<file path="src/rtl/instr_reg.sv">
// Four-phase handshake instruction register: captures one 16-bit word per
// request/acknowledge cycle, with PH1 and ack_next brought in through 2-flop synchronizers.
module instr_reg (
    input  logic        clk,
    input  logic        rst,
    input  logic [15:0] data,
    input  logic [1:0]  PH1,
    output logic [15:0] instr,
    input  logic        ack_next,
    output logic        ack_befo
);

    localparam logic [1:0] PH_NULL = 2'b00;
    localparam logic [1:0] PH_REQ  = 2'b10;

    typedef enum logic [1:0] {
        IDLE     = 2'd0,
        HOLD     = 2'd1,
        CONSUMED = 2'd2,
        DRAIN    = 2'd3
    } state_t;

    state_t      state_q, state_d;
    logic [1:0]  ph1_meta_q, ph1_s_q;
    logic        ack_meta_q, ack_s_q;
    logic [15:0] instr_q, instr_d;
    logic        ack_befo_q, ack_befo_d;

    // Control inputs arrive from another timing domain; data is bundled and
    // only sampled once the synchronized request says it is stable.
    always_ff @(posedge clk or posedge rst) begin
        if (rst) begin
            ph1_meta_q <= 2'b00;
            ph1_s_q    <= 2'b00;
            ack_meta_q <= 1'b0;
            ack_s_q    <= 1'b0;
        end else begin
            ph1_meta_q <= PH1;
            ph1_s_q    <= ph1_meta_q;
            ack_meta_q <= ack_next;
            ack_s_q    <= ack_meta_q;
        end
    end

    always_ff @(posedge clk or posedge rst) begin
        if (rst) begin
            state_q    <= IDLE;
            instr_q    <= 16'h0000;
            ack_befo_q <= 1'b0;
        end else begin
            state_q    <= state_d;
            instr_q    <= instr_d;
            ack_befo_q <= ack_befo_d;
        end
    end

    // Illegal PH1 codes fall through every test below: neither a request nor a null.
    always_comb begin
        state_d    = state_q;
        instr_d    = instr_q;
        ack_befo_d = ack_befo_q;
        case (state_q)
            IDLE: begin
                if (ph1_s_q == PH_REQ && !ack_s_q) begin
                    instr_d    = data;
                    ack_befo_d = 1'b1;
                    state_d    = HOLD;
                end
            end
            HOLD: begin
                if (ack_s_q) begin
                    if (ph1_s_q == PH_NULL) begin
                        state_d    = DRAIN;
                        ack_befo_d = 1'b0;
                    end else begin
                        state_d = CONSUMED;
                    end
                end
            end
            CONSUMED: begin
                if (ph1_s_q == PH_NULL) begin
                    state_d    = DRAIN;
                    ack_befo_d = 1'b0;
                end
            end
            DRAIN: begin
                if (!ack_s_q) begin
                    state_d = IDLE;
                end
            end
            default: begin
                state_d    = IDLE;
                ack_befo_d = 1'b0;
            end
        endcase
    end

    assign instr    = instr_q;
    assign ack_befo = ack_befo_q;

endmodule

</file>
<file path="config.mk">
export PLATFORM = sky130hd
export DESIGN_NAME = instr_reg
export DESIGN_NICKNAME = d
export VERILOG_FILES = /design/src/rtl/instr_reg.sv
export SDC_FILE = /design/constraint.sdc
export NUM_CORES = 1
export LEC_CHECK = 0
export ABC_AREA = 1
export ABC_CLOCK_PERIOD_IN_PS = 1500
export CAP_MARGIN = 20
export CORE_MARGIN = 2
export CORE_UTILIZATION = 43
export CTS_CLUSTER_SIZE = 10
export DETAILED_ROUTE_END_ITERATION = 8
export PLACE_DENSITY = 0.86
export SETUP_SLACK_MARGIN = 0.15
export SYNTH_ARGS = -nofsm -noshare
export SYNTH_HDL_FRONTEND = slang
export SYNTH_SLANG_ARGS = --single-unit
</file>
<file path="constraint.sdc">
create_clock -name clk -period 1.5 [get_ports clk]
set_input_delay 0.15 -clock clk [delete_from_list [all_inputs] [get_ports clk]]
set_output_delay 0.15 -clock clk [all_outputs]
set_load 0.05 [all_outputs]
</file>
==> impl_results.md <==
* Fin util at 64.8%
* Vias in the first global route at 955
* Post-route ant nets at 0
* R2R Path Start: state_q[0]$_DFFE_PP0P_
* CTS Sinks at 25
* PortBufs at 37
* Total track usage at 15.1%
* Yosys reg bits at 25
* DR vias at 907
* Hold Crit Class: in2async
* Final #Nets at 191
* Unique masters post-synth at 12
* Yosys top cell area share at 53.6%
* Clock transition at the registers of the reported paths at 130 ps
* Synth Flop Type: dfrtp_1
* Met1 WL at 787 um
* Outcome: finished, final reports clean
* Initial DRT Pass Iterations at 4
* Met3 routed WL at 164 um
* Worst Path Required at 1720 ps
* Post-DR wirelength/cell at 11.6 um
* Post-synth net total at 146
* Clock root buffer: clkbuf_4
* Mapped cell area at 0.00117 mm2
* Fmax at 0.773 GHz
* FF+latch area at 627 um2
* Pre-CTS setup slack at 118 ps
* Post-synth EDFFs at 0
* Cts bufs inserted at 3
* Final WS setup at 207 ps
* Final HPWL DP at 1.70 mm
* Final period util at 86.2%
* Gpl congestion at 0.816
* Crit end category: register
* Kind of critical path: reg2reg
* Worst slew pin tran at 316 ps
* Flop2flop setup slack at 210 ps
* CTS Hold Buffers Added at 0
* Yosys warnings at 0
* Max cap viols at 0
* Critical Path Start Type: register
* Final setup skew at 0.824 ps
* Area of the multi-input gates at 463 um2
* Power after layout at 3670 uW
* Synth area leader: dfrtp_1
* CP startpoint: state_q[0]$_DFFE_PP0P_
* Placeable Area at 0.00252 mm2
* First-pass GRT wire length at 3.75 mm
* Crit path arrival time at 1510 ps
* Pleak at 0.000838 uW
* Initial antenna violation count at 0
* Async SR Flop Fraction at 100%
* Die Area at 0.00315 mm2
* Met2 wire len at 1.23 mm
* Slew HR at 78.9%
* Final setup viols at 0
* H-tree Lvls at 1
* R2R depth at 8
* Syn Inst Count at 119
* Max clock buf depth at 2
* Slew Viols, Final at 0
* Post-synthesis sequential area ratio at 53.6%
* Vias per cell at 4.70
* Final min period at 1290 ps
* Reg-to-Reg End: state_q[0]$_DFFE_PP0P_
* Hold WS at 169 ps
* Synth area leaders: dfrtp_1 (54%), o21ai_2 (12%), nand2_1 (9.6%)
* Most frequent cell after synthesis: nand2_1
* Area growth syn-to-layout at 40.0%
* CTS tree: yes
* CP max FO at 5
* Rows at 18
* Post-synth top cells: nand2_1 (30), dfrtp_1 (25), inv_1 (24), o21ai_2 (16), ha_1 (6)
* Setup tns final at 0 ps
* Largest net degree at the start of global routing at 26
* 1st-iter DRT viols at 14
* Share of cells above drive strength 1 at 38.0%
* Post-route DRC at 0
* Die Wd at 56.1 um
* Max FFs per register at 16
* Antenna diode count at 0
* Max layer used: met4
* Final-report hold violation count at 0
* Peak supply drop at 1720 uV
* Starting Density at 46.3%
* Pwr/cell area at 2250 mW/mm2
* Syn avg cell area at 9.81 um2
* Fill count at 201
* Total grt overflow at 0
* Worst-Skew Late Latency at 310 ps
* RSZ-0062 raised after global routing: yes
* I/O Pins at 38
* Detailed Route WL at 2.24 mm
* Die Height at 56.1 um
metrics by stage:
stage	instance area, um2	std cells
finish	1630	193
global route	1630	193
CTS	1570	192
detailed placement	1520	186
global placement	1520	186
floorplan	1170	119
worst max-delay path: stages (launching register included):
cell and delay [ps]:
dfrtp_2 490, buf_6 140, ha_4 150, nand2_2 50, nand2_2 60, nor2_4 90, nand2_1 80, nand2_1 80
nand2_1 60
area by class of cell:
cell class | instances | share of cell area (%)
inverters | 24 | 5.67
repair buffers | 43 | 23.5
clock inverters | 1 | 0.459
well taps | 30 | 2.30
multi-input cells | 67 | 28.3
clock buffers | 3 | 1.38
flip-flops and latches | 25 | 38.4
power by group:
part	switching [uW]	leakage, uW	total (uW)	internal, uW
Sequential	188	0.000299	1130	943
Combinational	1450	0.000526	2240	790
Clock	195	0.0000139	297	102
how the worst max path moves through the flow:
stage | to | slack (ps) | depth (start not counted)
2_1_floorplan | ack_befo$_DFFE_PP0P_ | 220 | 8
3_3_place_gp | ack_befo$_DFFE_PP0P_ | 170 | 8
3_5_place_dp | ack_befo$_DFFE_PP0P_ | 120 | 8
4_1_cts | state_q[0]$_DFFE_PP0P_ | 130 | 8
5_1_grt | ack_befo$_DFFE_PP0P_ | 120 | 8
6_report | state_q[0]$_DFFE_PP0P_ | 210 | 8
kinds of logic (layout without fill, tap and decap cells):
logic type | count (synthesis) | in the layout | synth area share, %
buffers and inverters | 27 | 71 | 10.6
AND/OR/NAND/NOR | 44 | 44 | 16.9
AO/OA/AOI/OAI | 17 | 17 | 12.4
adder cells (fa/ha/maj) | 6 | 6 | 6.43
flip-flops | 25 | 25 | 53.6
what timing repair did:
item                                    in CTS  in global routing
pin swaps                                    0                  6
endpoints found under the setup margin      12                 16
gates resized for setup                      2                 16
buffers inserted                             2                  1
cells in the final DEF, fill, tap and decap left out:
cell,n
ha_2,2
nand2_1,27
clkdlybuf4s50_1,20
nor2_4,1
clkbuf_4,3
inv_4,1
inv_1,21
nand3_1,3
nand2_2,7
ha_4,2
clkinvlp_4,1
buf_6,3
a21oi_1,1
dfrtp_1,24
nor2_1,3
ha_1,2
dfrtp_2,1
nand3_4,1
o21ai_2,16
nor2_2,2
inv_2,2
buf_4,20
metal layers:
layer | vias up | track usage [%]
met3 | 9 | 5.81
met1 | 416 | 13.3
met2 | 39 | 30.6
li1 | 443 | -
met4 | 0 | 4.42
met5 | - | 0
(Power assumes the default switching activity.)
